`src/rtl/mem_arb_pkg.sv`:
```
// Shared types and constants for the unified-memory arbiter.
package mem_arb_pkg;

  localparam int CNT_W = 4;

  typedef enum logic [1:0] {
    IDLE   = 2'd0,
    BUSY_I = 2'd1,
    BUSY_D = 2'd2
  } state_e;

  typedef enum logic {
    GNT_I = 1'b0,
    GNT_D = 1'b1
  } gnt_e;

endpackage

```
`src/rtl/mem_arbiter_if.sv`:
```
// Pipeline-side and memory-side signals of mem_arbiter.
// slave = arbiter view, master = pipeline + memory view.
interface mem_arbiter_if #(
  parameter int AW = 32,
  parameter int DW = 32
);

  logic          if_req;
  logic [AW-1:0] if_addr;
  logic [DW-1:0] if_rdata;
  logic          if_valid;

  logic          d_req;
  logic          d_we;
  logic [AW-1:0] d_addr;
  logic [DW-1:0] d_wdata;
  logic [DW-1:0] d_rdata;
  logic          d_valid;

  logic          stall_f;
  logic          stall_m;

  logic          mem_en;
  logic          mem_we;
  logic [AW-1:0] mem_addr;
  logic [DW-1:0] mem_wdata;
  logic [DW-1:0] mem_rdata;

  modport slave (
    input  if_req, if_addr, d_req, d_we, d_addr, d_wdata, mem_rdata,
    output if_rdata, if_valid, d_rdata, d_valid, stall_f, stall_m,
           mem_en, mem_we, mem_addr, mem_wdata
  );

  modport master (
    output if_req, if_addr, d_req, d_we, d_addr, d_wdata, mem_rdata,
    input  if_rdata, if_valid, d_rdata, d_valid, stall_f, stall_m,
           mem_en, mem_we, mem_addr, mem_wdata
  );

endinterface

```
`src/rtl/floprc.sv`:
```
// Flop with synchronous active-low reset and synchronous clear.
module floprc #(
  parameter int WIDTH = 8
) (
  input  logic             clk,
  input  logic             rst,
  input  logic             clr,
  input  logic [WIDTH-1:0] d,
  output logic [WIDTH-1:0] q
);

  always_ff @(posedge clk) begin
    if (!rst || clr) q <= '0;
    else             q <= d;
  end

endmodule

```
`src/rtl/lat_cnt.sv`:
```
// Loadable down-counter timing the memory latency; done marks cnt==1.
module lat_cnt
  import mem_arb_pkg::*;
(
  input  logic             clka,
  input  logic             rst,
  input  logic             load,
  input  logic [CNT_W-1:0] load_val,
  output logic             done
);

  logic [CNT_W-1:0] cnt;

  always_ff @(posedge clka) begin
    if (!rst)             cnt <= '0;
    else if (load)        cnt <= load_val;
    else if (cnt != '0)   cnt <= cnt - 1'b1;
  end

  assign done = (cnt == CNT_W'(1));

endmodule

```
`src/rtl/mem_arbiter.sv`:
```
// Single-port memory arbiter between fetch and data ports of the pipeline.
// Optional round-robin arbitration when MEM_ARB_RR_EN is defined.
module mem_arbiter
  import mem_arb_pkg::*;
#(
  parameter int AW      = 32,
  parameter int DW      = 32,
  parameter int MEM_LAT = 2
) (
  input logic          clka,
  input logic          rst,
  mem_arbiter_if.slave bus
);

  localparam int CMD_W = 1 + AW + DW;

  state_e           state, state_d;
  gnt_e             gnt_sel;
  logic             gnt_vld;
  logic             arb_point;
  logic             d_cand, i_cand;
  logic             done;
  logic             mem_en_q;

  logic             we_new;
  logic [AW-1:0]    addr_new;
  logic [DW-1:0]    wdata_new;
  logic [CMD_W-1:0] cmd_d, cmd_q;
  logic             cmd_we;
  logic [AW-1:0]    cmd_addr;
  logic [DW-1:0]    cmd_wdata;

`ifdef MEM_ARB_RR_EN
  gnt_e             last_gnt;
`endif

  always_ff @(posedge clka) begin
    if (!rst) state <= IDLE;
    else      state <= state_d;
  end

  // The side just served is masked out at its own completion cycle.
  always_comb begin
    d_cand    = bus.d_req  && (state != BUSY_D);
    i_cand    = bus.if_req && (state != BUSY_I);
    arb_point = (state == IDLE) || done;
    gnt_vld   = 1'b0;
    gnt_sel   = GNT_D;
    state_d   = state;
    if (arb_point) begin
      gnt_vld = d_cand || i_cand;
`ifdef MEM_ARB_RR_EN
      if (d_cand && i_cand) gnt_sel = (last_gnt == GNT_D) ? GNT_I : GNT_D;
      else                  gnt_sel = d_cand ? GNT_D : GNT_I;
`else
      gnt_sel = d_cand ? GNT_D : GNT_I;
`endif
      if (!gnt_vld)               state_d = IDLE;
      else if (gnt_sel == GNT_D)  state_d = BUSY_D;
      else                        state_d = BUSY_I;
    end
  end

  always_comb begin
    bus.if_valid = (state == BUSY_I) && done;
    bus.d_valid  = (state == BUSY_D) && done;
    bus.if_rdata = '0;
    bus.d_rdata  = '0;
    if (bus.if_valid)           bus.if_rdata = bus.mem_rdata;
    if (bus.d_valid && !cmd_we) bus.d_rdata  = bus.mem_rdata;
    // Stalls are forced low while reset is asserted so every output reads 0.
    bus.stall_f = rst && bus.if_req && !bus.if_valid;
    bus.stall_m = rst && bus.d_req  && !bus.d_valid;
  end

  always_ff @(posedge clka) begin
    if (!rst) mem_en_q <= 1'b0;
    else      mem_en_q <= gnt_vld;
  end

`ifdef MEM_ARB_RR_EN
  always_ff @(posedge clka) begin
    if (!rst)         last_gnt <= GNT_D;
    else if (gnt_vld) last_gnt <= gnt_sel;
  end
`endif

  always_comb begin
    if (gnt_sel == GNT_D) begin
      we_new    = bus.d_we;
      addr_new  = bus.d_addr;
      wdata_new = bus.d_we ? bus.d_wdata : '0;
    end else begin
      we_new    = 1'b0;
      addr_new  = bus.if_addr;
      wdata_new = '0;
    end
    cmd_d = gnt_vld ? {we_new, addr_new, wdata_new} : cmd_q;
  end

  floprc #(.WIDTH(CMD_W)) u_cmd (
    .clk (clka),
    .rst (rst),
    .clr (1'b0),
    .d   (cmd_d),
    .q   (cmd_q)
  );

  assign {cmd_we, cmd_addr, cmd_wdata} = cmd_q;

  assign bus.mem_en    = mem_en_q;
  assign bus.mem_we    = cmd_we;
  assign bus.mem_addr  = cmd_addr;
  assign bus.mem_wdata = cmd_wdata;

  // Counter loads during the mem_en cycle so cnt==1 lands MEM_LAT cycles later.
  lat_cnt u_lat (
    .clka     (clka),
    .rst      (rst),
    .load     (mem_en_q),
    .load_val (CNT_W'(MEM_LAT)),
    .done     (done)
  );

endmodule

```
`src/flat_wrapper.sv`:
```
// flat-port wrapper written by rule: the top's interface ports become plain ports
module mem_arbiter_flat import mem_arb_pkg::*;
#(
  parameter int AW      = 32,
  parameter int DW      = 32,
  parameter int MEM_LAT = 2
)
  (clka, rst, bus_if_req, bus_if_addr, bus_d_req, bus_d_we, bus_d_addr, bus_d_wdata, bus_mem_rdata, bus_if_rdata, bus_if_valid, bus_d_rdata, bus_d_valid, bus_stall_f, bus_stall_m, bus_mem_en, bus_mem_we, bus_mem_addr, bus_mem_wdata);
  mem_arbiter_if #(.AW(AW), .DW(DW)) bus_i ();
  input logic clka;
  input logic rst;
  input wire logic [$bits(bus_i.if_req)-1:0] bus_if_req;
  input wire logic [$bits(bus_i.if_addr)-1:0] bus_if_addr;
  input wire logic [$bits(bus_i.d_req)-1:0] bus_d_req;
  input wire logic [$bits(bus_i.d_we)-1:0] bus_d_we;
  input wire logic [$bits(bus_i.d_addr)-1:0] bus_d_addr;
  input wire logic [$bits(bus_i.d_wdata)-1:0] bus_d_wdata;
  input wire logic [$bits(bus_i.mem_rdata)-1:0] bus_mem_rdata;
  output wire logic [$bits(bus_i.if_rdata)-1:0] bus_if_rdata;
  output wire logic [$bits(bus_i.if_valid)-1:0] bus_if_valid;
  output wire logic [$bits(bus_i.d_rdata)-1:0] bus_d_rdata;
  output wire logic [$bits(bus_i.d_valid)-1:0] bus_d_valid;
  output wire logic [$bits(bus_i.stall_f)-1:0] bus_stall_f;
  output wire logic [$bits(bus_i.stall_m)-1:0] bus_stall_m;
  output wire logic [$bits(bus_i.mem_en)-1:0] bus_mem_en;
  output wire logic [$bits(bus_i.mem_we)-1:0] bus_mem_we;
  output wire logic [$bits(bus_i.mem_addr)-1:0] bus_mem_addr;
  output wire logic [$bits(bus_i.mem_wdata)-1:0] bus_mem_wdata;
  assign bus_i.if_req = bus_if_req;
  assign bus_i.if_addr = bus_if_addr;
  assign bus_i.d_req = bus_d_req;
  assign bus_i.d_we = bus_d_we;
  assign bus_i.d_addr = bus_d_addr;
  assign bus_i.d_wdata = bus_d_wdata;
  assign bus_i.mem_rdata = bus_mem_rdata;
  assign bus_if_rdata = bus_i.if_rdata;
  assign bus_if_valid = bus_i.if_valid;
  assign bus_d_rdata = bus_i.d_rdata;
  assign bus_d_valid = bus_i.d_valid;
  assign bus_stall_f = bus_i.stall_f;
  assign bus_stall_m = bus_i.stall_m;
  assign bus_mem_en = bus_i.mem_en;
  assign bus_mem_we = bus_i.mem_we;
  assign bus_mem_addr = bus_i.mem_addr;
  assign bus_mem_wdata = bus_i.mem_wdata;
  mem_arbiter #(.AW(AW), .DW(DW), .MEM_LAT(MEM_LAT)) u_core (.clka(clka), .rst(rst), .bus(bus_i));
endmodule
```
`config.mk`:
```
export PLATFORM = sky130hd
export DESIGN_NAME = mem_arbiter_flat
export DESIGN_NICKNAME = d
export VERILOG_FILES = /design/src/rtl/mem_arb_pkg.sv /design/src/rtl/mem_arbiter_if.sv /design/src/rtl/floprc.sv /design/src/rtl/lat_cnt.sv /design/src/rtl/mem_arbiter.sv /design/src/flat_wrapper.sv
export SDC_FILE = /design/constraint.sdc
export NUM_CORES = 1
export LEC_CHECK = 0
export CAP_MARGIN = 20
export CORE_MARGIN = 3
export CORE_UTILIZATION = 40
export DETAILED_ROUTE_END_ITERATION = 8
export PLACE_DENSITY = 0.93
export SETUP_SLACK_MARGIN = 0.15
export SYNTH_ARGS = -nofsm -noshare
export SYNTH_HDL_FRONTEND = slang
export SYNTH_SLANG_ARGS = --single-unit
```
`constraint.sdc`:
```
create_clock -name clka -period 2.95 [get_ports clka]
set_input_delay 0.7375 -clock clka [delete_from_list [all_inputs] [get_ports clka]]
set_output_delay 0.7375 -clock clka [all_outputs]
set_load 0.005 [all_outputs]
```
# Yosys cells after proc, flatten, opt, wreduce, memory -nomap -nowiden
# Cells that the tools add are included.
# word_totals
regBits	72
# classes
n_mux	13
n_bitwise	1
addsub	1
reduce_logical	18
eq_ne	5
# op_table
op	n
$mux 32	5
$logic_and 1x1->1	9
$mux 2	4
$eq 4x1->1 const B	1
$mux 1	4
$reduce_bool 4->1	1
$sub 4x1->4 const B	1
$logic_not 1->1	3
$eq 2x1->1 const B	1
$eq 2x2->1 const B	1
$logic_not 2->1	1
$logic_or 1x1->1	2
$ne 2x1->1 const B	1
$ne 2x2->1 const B	1
$reduce_bool 2->1	1
$reduce_or 2->1	1
$not 1->1	1

# Logic depth before layout (Yosys ltp)
# Gate-level depths: netlist of run 1.
# logic_depth
depth_word	5
depth_mapped	6
depth_no_buf	4

# By module
# Synthesis of run 1 repeated with hierarchy kept, for this count alone.
# unflattened
hier_cells	502
area_unflattened_um2	4500.6
# by_module_without_submodules
module	area_per_inst_um2	cells_per_inst	seq_area_each_um2	instances
mem_arbiter	2257.2	331	60.1	1
floprc	1991.9	144	1301.2	1
lat_cnt	251.5	27	80.1	1

# Worst setup path before layout of run 1
# No wires, ideal clock.
# synth_timing
path_type	input port to output port
startpoint	in bus_d_req
endpoint	out bus_stall_m
path_slack_ns	0.469
t_arrival_ns	1.744
required_ns	2.213
stages	5
path_cell_list	clkbuf_1 -> clkbuf_1 -> buf_1 -> nand2_1 -> nor2_1
# synth_between
elab_chain_len	2
# synth_rtl
item	line_no	source
from (decl)	flat_wrapper.sv:14	input wire logic [$bits(bus_i.d_req)-1:0] bus_d_req;
$logic_and 1x1->1 (2 in series)	mem_arbiter.sv:73	bus.stall_m = rst && bus.d_req && !bus.d_valid;
to (decl)	flat_wrapper.sv:24	output wire logic [$bits(bus_i.stall_m)-1:0] bus_stall_m;
# Every way passes these cells.

# Worst setup path after layout of run 1
# layout_timing
startpoint	reg u_core.u_lat.cnt[1]
endpoint	out bus_if_rdata[11]
# layout_between
elab_chain_len	3
# layout_rtl
item	line_no	source
from (decl)	lat_cnt.sv:12	logic [CNT_W-1:0] cnt;
from (signal assigned)	lat_cnt.sv:16	else if (load) cnt <= load_val;
from (signal assigned)	lat_cnt.sv:17	else if (cnt != '0) cnt <= cnt - 1'b1;
$eq 4x1->1	lat_cnt.sv:20	assign done = (cnt == CNT_W'(1));
$logic_and 1x1->1	mem_arbiter.sv:65	bus.if_valid = (state == BUSY_I) && done;
$mux 32	mem_arbiter.sv:69	if (bus.if_valid) bus.if_rdata = bus.mem_rdata;
to (decl)	flat_wrapper.sv:19	output wire logic [$bits(bus_i.if_rdata)-1:0] bus_if_rdata;
# Every way passes these cells.

==> qor.yml, run 1 <==
status:
  status: "finished clean"
critical_path:
  critPathKind: "reg2out"
  arrival_ps: 2050
  reg2reg_slack_ps: 590
  critPathLaunchType: "flop"
  crit_required_ps: 2210
  cp-end-kind: "output port"
  worstPathMaxFanout: 8
grt:
  track_usage_pct: 26.5
  grt_max_degree: 55
  grt_pass1_wl_mm: 24.9
  antenna_found_initial: 0
  grt_pass1_vias: 5065
  overflow: 0
floorplan:
  dieWidth_um: 108
  num_io_pins: 267
  start_util_pct: 41.9
  die_h_um: 108
  die_area_um2: 11700
  num_rows: 36
  core-area_um2: 9950
sta:
  max_slew_margin_pct: 66.4
  period_share_pct: 94.5
  hold_ws_ps: 487
  report.final.hold_viol_count: 0
  rsz0062_at_grt: "true"
  fmax_mhz: 359
  fin_crit_ps: 2790
  drv_slew: 0
  worst_slew_pin_slew_ps: 503
  skew_ps: 13.7
  setup_violations: 0
synthesis:
  synth_cell_types: 32
  seq_area_frac_synth_pct: 34.6
  yosysWarnings: 0
  ys_seq_elements: 72
  netlist_instances: 495
  synth.cell_area_um2: 4170
  synth_fp_nets: 628
  synth.avg_cell_area_um2: 8.42
routing:
  via_per_inst: 5.84
  post-route-drc-count: 0
  antenna_left: 0
  wl_mm: 17.6
  wl_per_cell_um: 19.7
  num_vias: 5207
  drtIter0Drc: 435
  firstDrtPassIters: 5
final_layout:
  nets: 887
  area_delta_synth_final_pct: 81.3
  utilization_pct: 75.9
  antennaDiodeCount: 0
  drive_above_1_share_pct: 9.49
clock_tree:
  cts-root-buf: "clkbuf_8"
  path_clk_slew_ps: 90
  cts_sinks: 72
  clkLatencyLatePin_ps: 350
  h-tree-depth: 3
  clock_path_buffers: 2
  cts_made_buffers: 9
  cts_tree: "yes"
power_and_ir_drop:
  vdd_drop_max_v: 0.000269
  power_density_nw_per_um2: 377
  p_total_uw: 2850
  power.leakage_uw: 0.00395
placed_design:
  gp_congestion: 0.805
  hpwlAfterDp_mm: 11.8
  io_buffer_count: 266
job:
  cap_viol_max_count: 0
min_path:
  hp-class: "reg2reg"
==> cell usage in the layout (no fill, tap or decap), types with 32 or more instances in the layout <==
master           instances
nand2b_1                33
inv_1                   36
and2_1                  64
o221a_1                 32
a22o_1                  32
dfxtp_1                 67
o221ai_1                32
dlymetal6s2s_1          54
clkdlybuf4s50_1        197
a22oi_1                 33
a21oi_1                 37
nand3_1                 32
==> path summary, 6_finish.rpt <==
path                             from                 end  depth (start not counted)
setup / recovery  u_core.u_lat.cnt[1]    bus_if_rdata[11]                          9
hold / removal     u_core.u_cmd.q[18]  u_core.u_cmd.q[18]                          1
setup reg to reg      u_core.state[0]  u_core.u_cmd.q[20]                          6
hold reg to reg    u_core.u_cmd.q[18]  u_core.u_cmd.q[18]                          1
==> report_power, final <==
group | switching, uW | total, uW | internal, uW
clock network | 414 | 900 | 485
logic | 349 | 823 | 475
registers | 65.6 | 1120 | 1060
total | 829 | 2850 | 2020
==> metal layers <==
metal | GRT usage, % | part of all wire (%) | up-vias
met1 | 30.0 | 37 | 2472
met4 | 9.02 | 2.4 | 0
met3 | 7.28 | 8.7 | 41
li1 | - | - | 2361
met2 | 47.9 | 52 | 333
met5 | 0 | 0 | -
==> through the flow <==
step                instances  setup WS, ps  TNS (ps)  cell area [um2]
finish                    892           162         0             7560
global route              892          95.3         0             7560
CTS                       875        -0.809    -0.809             7200
detailed placement        855          6.12         0             6920
global placement          855          12.5         0             6920
floorplan                 495           469         0             4170
==> worst max-delay path: stages, from the launching register on <==
cell	delay, ps
dfxtp_4	370
nor4b_4	330
buf_4	170
and3_4	210
buf_6	110
buf_12	110
buf_6	90
buf_6	90
and2_4	130
buf_6	90
==> synthesized netlist by cell type <==
master	count	area share [%]
a2111o_1	1	0.27
buf_1	1	0.090
dfxtp_1	72	35
nor3_1	4	0.48
and2_1	65	9.8
a32oi_1	1	0.21
and3_1	2	0.30
a221oi_1	1	0.21
nor3b_1	2	0.36
nor4b_2	1	0.36
nor2_1	9	0.81
or3b_1	1	0.21
nor2_2	1	0.15
or3_1	1	0.15
o221ai_1	32	6.7
o22ai_2	1	0.30
nand3_1	32	3.8
o22ai_4	1	0.48
o221a_1	32	8.6
nand2_1	4	0.36
a22oi_1	33	5.9
clkbuf_1	37	3.3
a22o_1	32	6.7
or2_2	1	0.15
nand2b_1	33	5.0
o21ai_0	2	0.24
a21oi_1	37	4.4
inv_1	36	3.2
o22a_1	1	0.21
buf_2	17	2.0
nand3b_1	1	0.18
or4b_1	1	0.24
==> flip-flops by register name, summed over array words and instances, names as in the netlist <==
register	count
u_core.u_lat.cnt	4
u_core.bus.mem_en	1
u_core.state	2
u_core.u_cmd.q	65
==> layout make-up <==
class	instances	area (um2)
multi-input cells	332	2400
inverters	36	135
clock buffers	9	124
fillers	649	2400
well taps	133	166
clock inverters	7	101
repair buffers	303	3180
flip-flops and latches	72	1450
==> kinds of logic (layout without fill, tap and decap cells) <==
group,Yosys count,after routing,share of synthesized area (%)
buffers and inverters,91,355,8.71
and+or+nand+nor,158,158,22.3
DFF,72,72,34.6
AOI/OAI and AO/OA,174,174,34.4
==> timing repair <==
item | CTS | global route
gates resized for setup | 20 | 69
hold buffers | 0 | 0
cloned | 1 | 3
pin swaps | 1 | 4
buffers inserted | 3 | 13
endpoints found under the setup margin | 68 | 66
No activity file was read; power rests on OpenSTA's default activity.
==> run 2, diff against run 1 <==
--- a/config.mk
+++ b/config.mk
@@ -8,6 +8,7 @@
 export CAP_MARGIN = 20
 export CORE_MARGIN = 3
 export CORE_UTILIZATION = 40
+export CTS_CLUSTER_DIAMETER = 30
 export DETAILED_ROUTE_END_ITERATION = 8
 export PLACE_DENSITY = 0.93
 export SETUP_SLACK_MARGIN = 0.15
==> results of run 2 <==
No change in the layout: final DEF, timing and power equal those of run 1.
==> run 3, diff against run 2 <==
--- a/config.mk
+++ b/config.mk
@@ -5,7 +5,7 @@
 export SDC_FILE = /design/constraint.sdc
 export NUM_CORES = 1
 export LEC_CHECK = 0
-export CAP_MARGIN = 20
+export CAP_MARGIN = 5
 export CORE_MARGIN = 3
 export CORE_UTILIZATION = 40
 export CTS_CLUSTER_DIAMETER = 30
==> qor.yml, run 3 (synthesis gave the netlist of run 1 again) <==
status:
  status: "finished clean"
critical_path:
  worstReg2RegEnd: "u_core.u_cmd.q[20]"
  critPathKind: "reg2out"
  max_stage_delay_ps: 370  # about the same
  arrival_ps: 2050  # about the same
  cp_num_buf_inv: 6  # unchanged
  path_cells: "nor4b_4 -> buf_4 -> and3_4 -> buf_6 -> buf_12 -> buf_6 -> buf_6 -> and2_4 -> buf_6"
  r2r-start: "u_core.state[0]"
  critPathLaunchType: "flop"
  worstPathMaxFanout: 8  # unchanged
  crit_required_ps: 2210  # about the same
  r2r_cells: 5  # -1
  cp-end-kind: "output port"
  reg2reg_slack_ps: 620  # +30 ps
  cp_slowest_cell: "dfxtp_4"
  cp_top_family: "simple AND/OR/NAND/NOR gates"
  crit_top_cell: "buf_6"
final_layout:
  top_register: "u_core.u_cmd.q"
  antennaDiodeCount: 0  # unchanged
  nets: 886  # -0.11%
  final_area_um2: 7550  # about the same
  largest_register_ffs: 65  # unchanged
  final_cell_mix: "clkdlybuf4s50_1, dfxtp_1, and2_1"
  instances_no_fill: 891  # -0.11%
  utilization_pct: 75.8  # about the same
  drive_above_1_share_pct: 9.37  # -0.12 points
  n_fill_cell: 648  # -0.15%
  largestRegisters: "u_core.u_cmd.q: 65 flops, u_core.u_lat.cnt: 4 flops, u_core.state: 2 flops"
  area_delta_synth_final_pct: 81.1  # about the same
  final_common_cell: "clkdlybuf4s50_1"
floorplan:
  core-area_um2: 9950  # unchanged
  num_io_pins: 267  # unchanged
  die_h_um: 108  # unchanged
  num_rows: 36  # unchanged
  dieWidth_um: 108  # unchanged
  die_area_um2: 11700  # unchanged
  start_util_pct: 41.9  # unchanged
power_and_ir_drop:
  swShare_pct: 29.2  # +0.046 points
  intPower_uw: 2010  # -0.10%
  p_total_uw: 2840  # about the same
  power_density_nw_per_um2: 377  # about the same
  p_seq_share_pct: 39.5  # about the same
  pwr-share-clk_pct: 31.6  # about the same
  p_comb_share_pct: 29.0  # about the same
  power.leakage_uw: 0.00395  # -0.13%
  switchingPower_uw: 830  # +0.12%
  vdd_drop_max_v: 0.000264  # -1.8%
routing:
  antenna_left: 0  # unchanged
  wl_per_cell_um: 19.9  # +0.75%
  drtIter0Drc: 495  # +14%
  num_vias: 5212  # +0.096%
  post-route-drc-count: 0  # unchanged
  wl_mm: 17.7  # +0.64%
  via_per_inst: 5.85  # +0.21%
  firstDrtPassIters: 5  # unchanged
placed_design:
  dp.cells: 855  # unchanged
  gp_congestion: 0.805  # unchanged
  io_buffer_count: 266  # unchanged
  hpwlAfterDp_mm: 11.8  # unchanged
  post_dp_cell_area_um2: 6920  # unchanged
min_path:
  hp-class: "reg2reg"
  hold_path_end: "u_core.u_cmd.q[18]"
  hold_start: "u_core.u_cmd.q[18]"
  hold-path-cell-count: 1  # unchanged
sta:
  setup_violations: 0  # unchanged
  drv_slew: 0  # unchanged
  fin_crit_ps: 2790  # +4.32 ps
  worst_slew_pin_slew_ps: 713  # +210 ps
  period_share_pct: 94.7  # +0.15 points
  hold_ws_ps: 487  # +0.0140 ps
  fmax_mhz: 358  # -0.15%
  max_slew_margin_pct: 52.4  # -14 points
  rsz0062_at_grt: "true"
  skew_ps: 11.8  # -1.94 ps
  report.final.hold_viol_count: 0  # unchanged
grt:
  grt_pass1_vias: 5065  # unchanged
  overflow: 0  # unchanged
  use_met1_pct: 30.0  # unchanged
  busiest_layer: "met2"
  grt_util_met2_pct: 47.9  # unchanged
  track_usage_pct: 26.5  # unchanged
  grt.met3_usage_pct: 7.28  # unchanged
  grt_max_degree: 55  # unchanged
  grt_pass1_wl_mm: 24.9  # unchanged
  antenna_found_initial: 0  # unchanged
clock_tree:
  h-tree-depth: 3  # unchanged
  clock_path_buffers: 2  # unchanged
  cts-root-buf: "clkbuf_8"
  cts_sinks: 72  # unchanged
  cts_made_buffers: 9  # unchanged
  path_clk_slew_ps: 90  # about the same
  cts_tree: "yes"
  clkLatencyLatePin_ps: 340  # about the same
job:
  cap_viol_max_count: 0  # unchanged
[run 3: changes by cell type in the layout (fill, tap and decap cells not counted)]
cell,before,now
buf_6,8,7
nor2_2,3,2
nor2_4,0,1
[run 3: per-stage QoR]
stage                     setup TNS [ps]  setup slack, ps
after global routing                   0             94.4
after global placement                 0             12.5
after detailed placement               0             6.12
after floorplan                        0              469
final                                  0              158
after CTS                         -0.809           -0.809
[run 3: power by group through the flow]
stage	clock network [uW]	logic (uW)	registers (uW)
CTS	911	809	1120
global placement	0	777	1140
floorplan	0	350	1130
global route	955	884	1130
finish	898	824	1120
detailed placement	0	805	1140
[run 3: worst max-delay path by stage]
| stage | cells past startpoint | end | start |
|---|---|---|---|
| after floorplan | 5 | bus_stall_m | bus_d_req |
| after detailed placement | 6 | u_core.u_cmd.q[25] | bus_if_req |
| after CTS | 7 | bus_d_rdata[6] | u_core.u_lat.cnt[2] |
| after global placement | 4 | bus_stall_f | rst |
| final | 9 | bus_if_rdata[11] | u_core.u_lat.cnt[1] |
| after global routing | 6 | bus_stall_m | u_core.u_lat.cnt[1] |
[run 3: per-layer routing]
metal  wire length, um  part of all wire (%)
met1              6510                    37
met2              9210                    52
met3              1570                   8.8
met4               437                   2.5
met5                 0                     0
[run 3: area by class of cell]
cell class                 count  area, um2  area share (%)
clock inverter                 7        101            1.34
multi-input combinational    332       2410            31.9
tap                          133        166            2.20
sequential                    72       1450            19.2
timing repair buffer         302       3160            41.9
clock buffer                   9        124            1.64
inverter                      36        135            1.79
[run 3: worst reg2reg max path, cell delays in order, from the launching register on]
cell and delay, ps:
dfxtp_2 590, buf_4 510, or2_2 250, o22ai_4 90, nor2_4 560, a22o_1 270
[run 3: what timing repair did]
item | 4_1_cts | 5_1_grt
setup buffers | 3 | 13
pin swaps | 1 | 4
gates cloned | 1 | 3
gates resized for setup | 20 | 70
hold endpoints to repair | 0 | 0
hold buffers | 0 | 0
endpoints found under the setup margin | 68 | 98
